`src/rtl/fir_tap_sequencer.sv`:
```
`timescale 1ns/1ps
// ---------------------------------------------------------------------------
// fir_tap_sequencer
//   Time-multiplexed controller for a shift-coefficient FIR filter. A single
//   shared W-bit adder is stepped across the taps, one tap per cycle. Each tap
//   term is the delayed sample logically shifted right by a programmable amount.
//
// Ports:
//   clk        clock, all state on rising edge
//   rst        asynchronous active-low reset
//   x          input sample;           in_valid / in_ready handshake
//   dataout    filter result;          out_valid / out_ready handshake
//   cfg_we     shift-table write strobe (honoured only while idle)
//   cfg_addr   tap index to write
//   cfg_shift  right-shift amount for that tap
//   busy       high while accumulating or holding a result
// ---------------------------------------------------------------------------
module fir_tap_sequencer #(
    parameter int W    = 16,
    parameter int TAPS = 5,
    parameter int SW   = 4,
    parameter int AW   = 3
) (
    input  logic          clk,
    input  logic          rst,
    input  logic [W-1:0]  x,
    input  logic          in_valid,
    output logic          in_ready,
    output logic [W-1:0]  dataout,
    output logic          out_valid,
    input  logic          out_ready,
    input  logic          cfg_we,
    input  logic [AW-1:0] cfg_addr,
    input  logic [SW-1:0] cfg_shift,
    output logic          busy
);

    typedef enum logic [1:0] {
        IDLE = 2'd0,
        ACC  = 2'd1,
        OUT  = 2'd2
    } state_t;

    state_t state_reg, state_next;

    logic [W-1:0]  acc_reg;
    logic [W-1:0]  dataout_reg;
    logic [AW-1:0] idx_reg;
    logic [W-1:0]  d_reg  [TAPS];
    logic [SW-1:0] sh_reg [TAPS];
    logic [W-1:0]  tap_term [TAPS];

    logic          accept;
    logic          cfg_hit;
    logic          last_tap;
    logic [W-1:0]  term_sel;
    logic [W-1:0]  sum;

    assign accept   = in_valid && (state_reg == IDLE);
    // Out-of-range addresses are dropped rather than aliased onto a real tap.
    assign cfg_hit  = cfg_we && (state_reg == IDLE) &&
                      ({1'b0, cfg_addr} < (AW+1)'(TAPS));
    assign last_tap = (idx_reg == AW'(TAPS-1));

    // Shared adder: carry out of bit W-1 is discarded (modulo 2^W).
    assign sum = acc_reg + term_sel;

    assign in_ready  = (state_reg == IDLE);
    assign out_valid = (state_reg == OUT);
    assign busy      = (state_reg != IDLE);
    assign dataout   = dataout_reg;

    genvar gi;
    generate
        for (gi = 0; gi < TAPS; gi++) begin : g_tap
            // Delay line: moves only on an accepted sample.
            always_ff @(posedge clk or negedge rst) begin
                if (!rst) begin
                    d_reg[gi] <= '0;
                end else if (accept) begin
                    if (gi == 0) begin
                        d_reg[gi] <= x;
                    end else begin
                        d_reg[gi] <= d_reg[(gi > 0) ? gi-1 : 0];
                    end
                end
            end

            // Shift table; default ramp TAPS..1 so older samples weigh more.
            always_ff @(posedge clk or negedge rst) begin
                if (!rst) begin
                    sh_reg[gi] <= SW'(TAPS - gi);
                end else if (cfg_hit && (cfg_addr == AW'(gi))) begin
                    sh_reg[gi] <= cfg_shift;
                end
            end

            // Logical shift; amounts >= W naturally produce zero.
            assign tap_term[gi] = d_reg[gi] >> sh_reg[gi];
        end
    endgenerate

    // Tap select; indices beyond the table contribute nothing.
    always_comb begin
        term_sel = '0;
        for (int k = 0; k < TAPS; k++) begin
            if (idx_reg == AW'(k)) begin
                term_sel = tap_term[k];
            end
        end
    end

    always_comb begin
        state_next = state_reg;
        case (state_reg)
            IDLE: if (in_valid)  state_next = ACC;
            ACC:  if (last_tap)  state_next = OUT;
            OUT:  if (out_ready) state_next = IDLE;
            default:             state_next = IDLE;
        endcase
    end

    always_ff @(posedge clk or negedge rst) begin
        if (!rst) begin
            state_reg <= IDLE;
        end else begin
            state_reg <= state_next;
        end
    end

    always_ff @(posedge clk or negedge rst) begin
        if (!rst) begin
            acc_reg     <= '0;
            idx_reg     <= '0;
            dataout_reg <= '0;
        end else begin
            case (state_reg)
                IDLE: begin
                    if (in_valid) begin
                        acc_reg <= '0;
                        idx_reg <= '0;
                    end
                end
                ACC: begin
                    acc_reg <= sum;
                    idx_reg <= idx_reg + 1'b1;
                    if (last_tap) begin
                        dataout_reg <= sum;
                    end
                end
                default: ;
            endcase
        end
    end

endmodule

```
`config.mk`:
```
export PLATFORM = sky130hd
export DESIGN_NAME = fir_tap_sequencer
export DESIGN_NICKNAME = d
export VERILOG_FILES = /design/src/rtl/fir_tap_sequencer.sv
export SDC_FILE = /design/constraint.sdc
export NUM_CORES = 1
export LEC_CHECK = 0
export ABC_AREA = 1
export CORE_UTILIZATION = 30
export CTS_CLUSTER_DIAMETER = 50
export DETAILED_ROUTE_END_ITERATION = 8
export DONT_BUFFER_PORTS = 1
export GPL_TIMING_DRIVEN = 0
export PLACE_DENSITY = 0.49
export SLEW_MARGIN = 0
export SYNTH_ARGS = -nofsm -noshare
export SYNTH_HDL_FRONTEND = slang
export SYNTH_SLANG_ARGS = --single-unit
```
`constraint.sdc`:
```
create_clock -name clk -period 5.32 [get_ports clk]
set_input_delay 0.798 -clock clk [delete_from_list [all_inputs] [get_ports clk]]
set_output_delay 0.798 -clock clk [all_outputs]
set_load 0.005 [all_outputs]
```
==> Yosys cells after proc, flatten, opt, wreduce, memory -nomap -nowiden <==
Cells that the tools add are included.
{ "totals": {"ramBits": 0, "regBits": 137, "latchBits": 0, "inputBits": 28, "mem_bits_ro": 0, "memories": 0, "word_cells": 64} }
{ "classes": {"mux": 13, "reduce_logical": 16, "n_div": 0, "shifts": 5, "addsub": 2, "mul": 0, "bitwise_logic": 0, "eq_ne": 13, "magnitude_cmp": 1} }
{ "ops": {"columns": ["op", "n"], "rows": [
  ["two-way mux 16 bit", 6],
  ["right shift 16 x 4 -> 16 bit", 5],
  ["case mux 16 bit (2 select lines)", 1],
  ["adder 16 bit", 1],
  ["== test 3 x 2 -> 1 bit, second input constant", 4],
  ["logical AND 1 bit", 8],
  ["== test 3 x 1 -> 1 bit, second input constant", 2],
  ["== test 3 bit, second input constant", 2],
  ["zero test 3 bit", 2],
  ["two-way mux 2 bit", 3],
  ["case mux 2 bit (3 select lines)", 1],
  ["case mux 3 bit (2 select lines)", 1],
  ["inequality test 2 bit, second input constant", 2],
  ["AND reduction 2 bit", 2],
  ["nonzero test 2 bit", 2],
  ["adder 3 x 1 -> 3 bit, second input constant", 1],
  ["< comparator 3 bit, second input constant", 1],
  ["two-way mux 3 bit", 1],
  ["AND reduction 3 bit", 1],
  ["== test 2 x 1 -> 1 bit, second input constant", 1],
  ["== test 2 bit, second input constant", 1],
  ["zero test 2 bit", 1],
  ["inequality test 2 x 1 -> 1 bit, second input constant", 1]
]} }

==> Longest topological paths before layout <==
Gate-level depths: netlist of the first run.
{ "logic_depth": {"ltp_word": 8, "depth_mapped": 24, "ltp_nobuf": 24} }

==> Worst setup path before layout of the first run <==
OpenSTA, ideal clock, no wires.
{ "synth_timing": {"path_kind": "register -> register", "from": "register idx_reg[0]", "to": "register acc_reg[13]", "path_stages_with_launch": 22, "period_less_slack_ns": 2.950, "t_arrival_ns": 2.832, "slack_ns": 2.370, "n_path_buf": 2, "setup_ns": 0.118, "cell_sequence": "dfrtp_1 -> ha_1 -> ha_1 -> clkbuf_2 -> inv_1 -> nor2_1 -> buf_2 -> o211ai_1 -> o21ai_0 -> inv_1 -> nand2_1 -> a21oi_2 -> ha_1 -> a21oi_1 -> nand2_1 -> nand2_1 -> nand2_2 -> a21oi_2 -> o21ai_1 -> or2_1 -> nand3_1 -> nand2_1"} }
{ "synth_via": {"elab_chain_cells": 8} }
{ "synth_rtl": {"columns": ["element", "line", "source"], "rows": [
  ["from (decl)", "48", "logic [AW-1:0] idx_reg;"],
  ["from (signal assigned)", "146", "idx_reg <= idx_reg + 1'b1;"],
  ["zero test 3 bit", "107", "if (idx_reg == AW'(k)) begin"],
  ["two-way mux 16 bit (4 in a row)", "107", null],
  ["two-way mux 16 bit *", "107", null],
  ["adder 16 bit *", "66", "assign sum = acc_reg + term_sel;"],
  ["case mux 16 bit (2 select lines) *", "137", "case (state_reg)"],
  ["to (signal assigned)", "145", "acc_reg <= sum;"],
  ["to (decl)", "46", "logic [W-1:0] acc_reg;"]
]} }
Mark *: on every way between the ends. The rest lies on a longest branch, timed or not.
A chain may end at the register's enable or synchronous reset.

==> Final worst setup path of the first run <==
{ "layout_timing": {"from": "register idx_reg[0]", "to": "register dataout_reg[8] (netlist: dataout[8])"} }
{ "layout_via": {"elab_chain_cells": 7} }
{ "layout_rtl": {"columns": ["element", "line", "source"], "rows": [
  ["zero test 3 bit", "107", null],
  ["two-way mux 16 bit (5 in a row)", "107", null],
  ["adder 16 bit", "66", null],
  ["to (signal assigned)", "148", "dataout_reg <= sum;"],
  ["to (decl)", "47", "logic [W-1:0] dataout_reg;"]
]} }
Several ways; a longest one is shown, not always the timed one.

==> results of run 1 <==
worst reg2reg max path: cells and delay by family, from the launching register on:
family                   cells  cell delay (ns)
buffers and inverters        2             0.37
AO/OA/AOI/OAI                6             1.02
adder cells (fa/ha/maj)      2             0.53
XOR/XNOR                     1             0.30
flip-flops                   1             0.43
AND/OR/NAND/NOR              6             1.01
cells by family (layout without fill, tap and decap cells):
group / count (synthesis) / count (layout) / share of synthesized area, %
compound gates: 340 / 340 / 19.4
xor+xnor: 9 / 9 / 0.833
fa+ha+maj: 21 / 21 / 2.86
buf+inv: 197 / 229 / 8.97
flops: 137 / 137 / 36.3
mux: 9 / 9 / 0.953
simple gates: 689 / 689 / 30.6
path summary, 6_finish.rpt:
| kind | end | slack, ns | depth (start not counted) |
|---|---|---|---|
| worst max-delay path | dataout[8]$_DFFE_PN0P_ | 1.59 | 17 |
| worst min-delay path | d_reg[3]$_DFFE_PN0P_ | 0.06 | 0 |
| worst max register to register | dataout[8]$_DFFE_PN0P_ | 1.59 | 17 |
| worst min register to register | d_reg[1]$_DFFE_PN0P_ | 0.48 | 2 |
| max in group asynchronous | sh_reg[16]$_DFFE_PN1P_ | 5.00 | 0 |
| min in group clk | state_reg[1]$_DFFE_PN0P_ | 0.45 | 1 |
cells in the final DEF, fill, tap and decap left out, drive strengths merged, types with 3 or more instances in the layout:
master	netlist	final
nand2	482	482
o31ai	3	3
a21o	3	3
o211ai	17	17
inv	121	121
clkinv	4	7
dfstp	7	7
dfrtp	130	130
or2	6	6
o21ai	246	246
nor3	4	4
nand4	8	8
ha	20	20
a21oi	47	47
buf	47	47
a31oi	9	9
nand3	131	131
o21a	3	3
mux2i	9	9
nor2	55	55
clkbuf	25	50
xor2	7	7
o21bai	3	3
cell usage after synthesis, types with 2 or more instances:
cell type                    n
sky130_fd_sc_hd__nand2_1   468
sky130_fd_sc_hd__o21ai_0   191
sky130_fd_sc_hd__dfrtp_1   130
sky130_fd_sc_hd__nand3_1   124
sky130_fd_sc_hd__inv_1     109
sky130_fd_sc_hd__nor2_1     51
sky130_fd_sc_hd__o21ai_1    51
sky130_fd_sc_hd__a21oi_1    45
sky130_fd_sc_hd__buf_2      34
sky130_fd_sc_hd__clkbuf_1   24
sky130_fd_sc_hd__ha_1       20
sky130_fd_sc_hd__o211ai_1   16
sky130_fd_sc_hd__nand2_2    13
sky130_fd_sc_hd__inv_2      12
sky130_fd_sc_hd__a31oi_1     9
sky130_fd_sc_hd__mux2i_1     9
sky130_fd_sc_hd__nand4_1     8
sky130_fd_sc_hd__dfstp_2     7
sky130_fd_sc_hd__nand3_2     7
sky130_fd_sc_hd__xor2_1      7
sky130_fd_sc_hd__buf_6       6
sky130_fd_sc_hd__buf_4       5
sky130_fd_sc_hd__or2_1       5
sky130_fd_sc_hd__o21ai_2     4
sky130_fd_sc_hd__a21o_1      3
sky130_fd_sc_hd__clkinv_1    3
sky130_fd_sc_hd__nor2_2      3
sky130_fd_sc_hd__nor3_1      3
sky130_fd_sc_hd__o21a_1      3
sky130_fd_sc_hd__o21bai_1    3
sky130_fd_sc_hd__o31ai_1     3
sky130_fd_sc_hd__a21boi_0    2
sky130_fd_sc_hd__a21oi_2     2
sky130_fd_sc_hd__buf_1       2
sky130_fd_sc_hd__nand3b_1    2
sky130_fd_sc_hd__o22ai_1     2
sky130_fd_sc_hd__xnor2_1     2
stage by stage:
step / utilization, % / setup slack (ns)
after floorplan: - / 2.37
after global placement: 32.3 / 1.69
after detailed placement: 32.3 / 1.69
after CTS: 34.2 / 1.67
after global routing: 34.2 / 1.21
final: 34.2 / 1.59
metal layers:
metal  GRT usage (%)  routed length, um  up-vias  share of wire, %
met5               0                  0        -                 0
met4            5.86                543        0               1.7
met3            3.20               1210       36               3.8
met2            34.2              15100      207                47
met1            26.9              15200     4362                47
li1                -                  -     4655                 -
power breakdown:
part	internal, W	switching [W]	leakage [nW]
clock	0.000750	0.000479	0.289
sequential	0.00154	0.000413	1.73
combinational	0.00170	0.00356	2.95
area by class of cell:
class                      count  area, sq um  share of cell area [%]
tap                          396          495                    4.70
clock buffer                  25          505                    4.79
multi-input combinational   1068         5170                    49.0
clock inverter                 7         90.1                   0.854
inverter                     125          470                    4.46
sequential                   137         3440                    32.6
buffer                        72          378                    3.58
==> summary.md, run 1 <==
The run finished, with violations left. The final reports fail on DRC. Counting the fill cells in the layout gives 3391. After floorplanning, the core was divided into 64 placement rows. Clock-pin slew was measured on the worst setup and hold paths at 0.07 ns. The final worst-path cycle share is 70.0%. For this run, the leading register cell type out of synthesis is sky130_fd_sc_hd__dfrtp_1.

Clock tree synthesis inserted a total of 17 buffers. Area of the die: 32200 sq um. For this design the static power due to leakage is 4.97 nW. The logs give 36.3% for the sequential area share after synthesis and 0 for the count of final max-slew check failures. The filler-free cell count of the finished design came out at 1830. Before antenna repair, the detailed router went through 7 iterations.

The total power divided by cell area works out to 801 nW/um^2. The post-layout minimum cycle time is 3.73 ns, and the mean instance size in the synthesized netlist is 6.75 sq um. The gate count of the mapped netlist is 1402. The start-to-end type of the worst setup path was reg -> reg.

After global routing the overflow that remains totals 0. By area the synthesized netlist is led by sky130_fd_sc_hd__dfrtp_1 34%, sky130_fd_sc_hd__nand2_1 19%, sky130_fd_sc_hd__o21ai_0 10%. The tools report the clock net sink count as 137. Cell family contributing the most delay on the critical path: compound AO/OA/AOI/OAI gates. Once the clock tree was built, the setup fixing pass inserted 0 buffers.

The post-route netlist has 8.93% of its cells at a drive strength greater than 1. The largest single stage delay on the critical path is 0.50 ns. The worst-case IR drop observed on VDD is 0.287 mV. The number of flip-flops in the largest register was 80. At the end of the flow, the number of nets in the layout was 1470.

The total routed wirelength was 32000 um. On the critical path, the stage with the largest delay is an instance of sky130_fd_sc_hd__nor2_1. The detailed router placed 9260 vias in this run. After detailed routing, the average wire length per cell comes to 17.5 um. The dominant cell type by area after synthesis is sky130_fd_sc_hd__dfrtp_1. The most critical setup path has its startpoint at idx_reg[0]$_DFFE_PN0P_.

The actual transition at the worst max-transition pin was 0.689 ns; the area added between synthesis and finish was 11.5%. Setup repair after global routing left no endpoint under its margin. For this run, the top clock speed supported by timing is 268 MHz.

The sort of element at the end of the critical path is a flip-flop. The tools report the final hold violation count as 0. TritonCTS built the clock tree. The wire length of the first global-routing pass came out at 50700 um. Summing every instance area after synthesis gives 9460 sq um. The tightest hold path in the finished design has a slack of 0.0569 ns.

Quantity of gates resized following cts: 0. Startpoint of the lowest-slack register-to-register path: idx_reg[0]$_DFFE_PN0P_. Using the TritonRoute via totals, the vias-per-cell ratio works out to 5.06.

Between clock sinks in the finished design, the worst skew comes to 0.00950 ns. The logs give 0 for the number of antenna violations at the first check in global routing and 744 for the DRC marker count from the first detailed-route iteration. The clock reaches the later pin of the worst-skew pair after 0.44 ns. The cell sitting at the root of the clock tree is a sky130_fd_sc_hd__clkbuf_16. The worst slew margin relative to its limit came out at 54.1%.

In this run the vertical extent of the chip is 180 um. The number of placed instances, taps included, is 1798. Detailed placement ended at an HPWL of 24800 um. Pin placement for this block handled 47 I/O pins. The number of enable-type register cells in the synthesized netlist was 0; the worst endpoint required time was 5.70 ns.

The number of buffer and inverter instances along the worst setup path is 2. The tools report the routability congestion estimate from global placement as 0.916. The tightest min-delay check is of the in -> async type. The tools report the number of nets in the synthesized netlist as 1451. The region available for standard cell placement spans 30800 sq um. The tools report the synthesis warning total as 0.

The netlist uses 51 different library cells. The tools report the worst-case clock buffer depth as 2. The pin count of the biggest net entering global routing was 138; the sum of negative setup slack was 0 ns. After detailed routing, the number of remaining DRC violations is 3. Async set-reset flop share out of synthesis: 100%. The die is 180 um wide. The number of global-route vias before repair is 9104, and the number of I/O port buffers is 0. The effective utilization at floorplan was 30.7%. After detailed placement, the total cell area comes to 9950 sq um. 0 antenna diodes ended up in the layout. For the worst setup path, the data arrival time is 4.11 ns. Kind of start point of the critical path: a flip-flop. For this design, the CTS-stage hold fixing added 0 buffers.

Setup violations remaining at the end of the flow were counted as 0. The run gives 4 as the H-tree depth. The total power after layout was 0.00845 W. The finished cells cover 10500 sq um. In this run, synthesis produced a sequential element count of 137.

In this run the remaining antenna-violating nets after routing total 0. The area share of the largest cell type after synthesis came out at 34.4%. The top fanout value on the critical path is 10, and the max-capacitance violation count is 0.

The signal on the critical path passes through inv_1 -> ha_1 -> nand2_1 -> clkbuf_1 -> nor2_1 -> o21ai_0 -> o22ai_1 -> a21oi_1 -> ha_1 -> a21oi_1 -> o21ai_0 -> a21oi_1 -> nor2_1 -> nor2_1 -> xnor2_1 -> nand2_1 -> nand2_1. Global routing used 20.3% of the available tracks.
(Power assumes the default switching activity.)
==> run 2: changes to the inputs <==
==> constraint.sdc (replaced) <==
create_clock -name clk -period 3.6 [get_ports clk]
set_input_delay 0.54 -clock clk [delete_from_list [all_inputs] [get_ports clk]]
set_output_delay 0.54 -clock clk [all_outputs]
set_load 0.005 [all_outputs]
==> summary.md, run 2 (synthesized netlist as in run 1, its figures left out) <==
In this run the vertical extent of the chip is 180 um. The number of flip-flops in the largest register was 80; the count of final max-slew check failures was 0. Data arrives at the worst endpoint at 3.71 ns. The area growth from synthesis to layout is 13.3%. For the worst-case clock buffer depth, the log shows 2. The worst register-to-register path has a setup slack of 0.20 ns.

The final reports fail on DRC, hold timing. In this run the count of I/O pins placed on the die edge is 47. The signal on the critical path passes through buf_6 -> buf_6 -> o21ai_1 -> o21ai_0 -> nand2_1 -> nand2_1 -> nand2_1 -> nand3_1 -> nand2_1 -> nand2_1 -> nand2_1 -> nand2_1 -> o21ai_1 -> ha_1 -> inv_1 -> o21bai_1 -> a21boi_0 -> nand3_1 -> a21oi_2 -> xor2_1 -> o21ai_0.

With fillers left out, the area of the finished cells amounts to 10700 sq um. The final route contains 9327 vias. Leaving out fill and tap cells, the most frequent cell in the layout is sky130_fd_sc_hd__nand2_1.

For the pin with the worst max-slew slack, the measured transition is 0.672 ns. The run gives 3 as the count of unresolved DRC violations after routing. The worst register-to-register path begins at sh_reg[16]$_DFFE_PN1P_. The tools report the wire length of the first global-routing pass as 50800 um.

The logs give 30800 sq um for the area of the placeable core and 0 for the antenna diode count. The run gives 9117 as the number of global-route vias before repair. The worst stage delay on the critical path was 0.52 ns; the estimated wirelength of the detail-placed design was 24800 um. The tool flagged a number of max-cap violations equal to 0. Once placement finished, the instance area stood at 9950 sq um.

The count of buffers added on input and output ports is 0. Leaving out fill and tap cells, the most frequent cells in the layout are 465 x sky130_fd_sc_hd__nand2_1, 189 x sky130_fd_sc_hd__o21ai_0, 129 x sky130_fd_sc_hd__dfrtp_1. The run gives 132 as the final hold violation count. The final worst-path cycle share came out at 94.5%. The total grt overflow was 0; the pin count of the biggest net entering global routing was 138. Cell seen most often among critical-path stages: sky130_fd_sc_hd__nand2_1.

The average detailed-routed wire length per instance works out to 17.5 um. The start-to-end type of the worst setup path is reg -> reg. The worst setup path is captured at a flip-flop. Global routing used 20.3% of the available tracks. Path depth of the worst reg2reg path: 21.

The type of the most critical hold path was in -> async. The root buffer cell is sky130_fd_sc_hd__clkbuf_16. The fraction of layout cells with a size suffix above 1 came out at 10.8%. The flow ran to the end, but the final reports show violations. The filler-free cell count of the finished design is 1836, and the number of cells after detailed placement is 1798. The number of iterations in the first detailed-routing pass is 8. After the first detailed-routing iteration, the DRC count stood at 712. Once detail routing completed, the nets flagged for antenna violations numbered 0. Routability-driven placement finished with a final weighted congestion of 0.916.

Setup violations remaining at the end of the flow were counted as 0. TritonCTS built the clock tree. For the worst hold slack, the log shows -0.200 ns. The area of the die is 32200 sq um.

The H-tree generated during clock tree synthesis spans 4 levels. For the total clock buffers created by CTS, the log shows 17. The worst setup path is launched from a flip-flop. The number of nets in the layout came out at 1476.

The tools report the end of the worst register-to-register path as acc_reg[14]$_DFFE_PN0P_. The post-layout minimum cycle time was 3.40 ns; the upper clock frequency limit was 294 MHz. The critical path's slowest cell was sky130_fd_sc_hd__dfstp_2. Along the worst path, the maximum fanout reaches 10. The worst endpoint required time is 3.91 ns, and the via-per-instance ratio is 5.08. The number of standard-cell rows in the floorplan was 64; the final worst clock skew was 0.00992 ns. For the worst-skew pair, the clock arrives at the later sink with an insertion delay of 0.44 ns. The logs give 0 for the number of antenna violations at the first check in global routing and 55.2% for the worst slew margin relative to its limit. The total routed wirelength came out at 32200 um. The effective utilization at floorplan came out at 30.7%.

After clock tree synthesis, the clock-pin slew on the worst setup and hold paths is 0.06 ns. The clock net sink count was 137. The die is 180 um wide.
[run 2: timing repair]
action / CTS / global route
pin swaps: 0 / 7
endpoints found under the setup margin: 4 / 20
hold endpoints to repair: 137 / 134
setup buffers: 0 / 6
gates resized for setup: 2 / 38
cloned: 0 / 0
[run 2: layout make-up]
cell class	instances	area, sq um
fill	3386	20100
multi-input combinational	1068	5270
sequential	137	3440
clock buffer	25	505
tap	396	495
inverter	125	472
buffer	72	392
clock inverter	7	90.1
timing repair buffer	6	45.0
[run 2: through the flow]
stage          util, %  setup TNS [ns]  setup WS, ns
5_1_grt           34.7         -0.0362       -0.0264
4_1_cts           34.2               0        0.0480
2_1_floorplan        -               0         0.650
3_3_place_gp      32.3         -0.0423       -0.0275
6_report          34.7               0         0.198
3_5_place_dp      32.3         -0.0325       -0.0323
[run 2: worst max path at each step]
stage / start / endpoint / depth (start not counted)
after floorplan: idx_reg[0]$_DFFE_PN0P_ / acc_reg[13]$_DFFE_PN0P_ / 21
final: sh_reg[16]$_DFFE_PN1P_ / acc_reg[14]$_DFFE_PN0P_ / 21
after global routing: idx_reg[1]$_DFFE_PN0P_ / acc_reg[11]$_DFFE_PN0P_ / 17
after CTS: idx_reg[1]$_DFFE_PN0P_ / dataout[13]$_DFFE_PN0P_ / 23
after detailed placement: idx_reg[0]$_DFFE_PN0P_ / acc_reg[14]$_DFFE_PN0P_ / 16
after global placement: idx_reg[0]$_DFFE_PN0P_ / dataout[13]$_DFFE_PN0P_ / 24
[run 2: worst max-delay path, delay by kind of cell (launching register included)]
kind	cells	cell delay [ns]
AO/OA/AOI/OAI	7	0.98
flip-flops	1	0.52
AND/OR/NAND/NOR	9	0.80
XOR/XNOR	1	0.21
adder cells (fa/ha/maj)	1	0.34
buffers and inverters	3	0.38
[run 2: layer usage]
metal	wire, um	part of all wire [%]	GRT usage (%)
met3	1370	4.3	3.20
met2	15200	47	34.2
met4	592	1.8	5.86
met5	0	0	0
met1	15000	47	26.9
Power of run 2 is left out: the tool's default activity adds up to more than one toggle a clock period on the data nets, which glitch-free logic cannot reach.
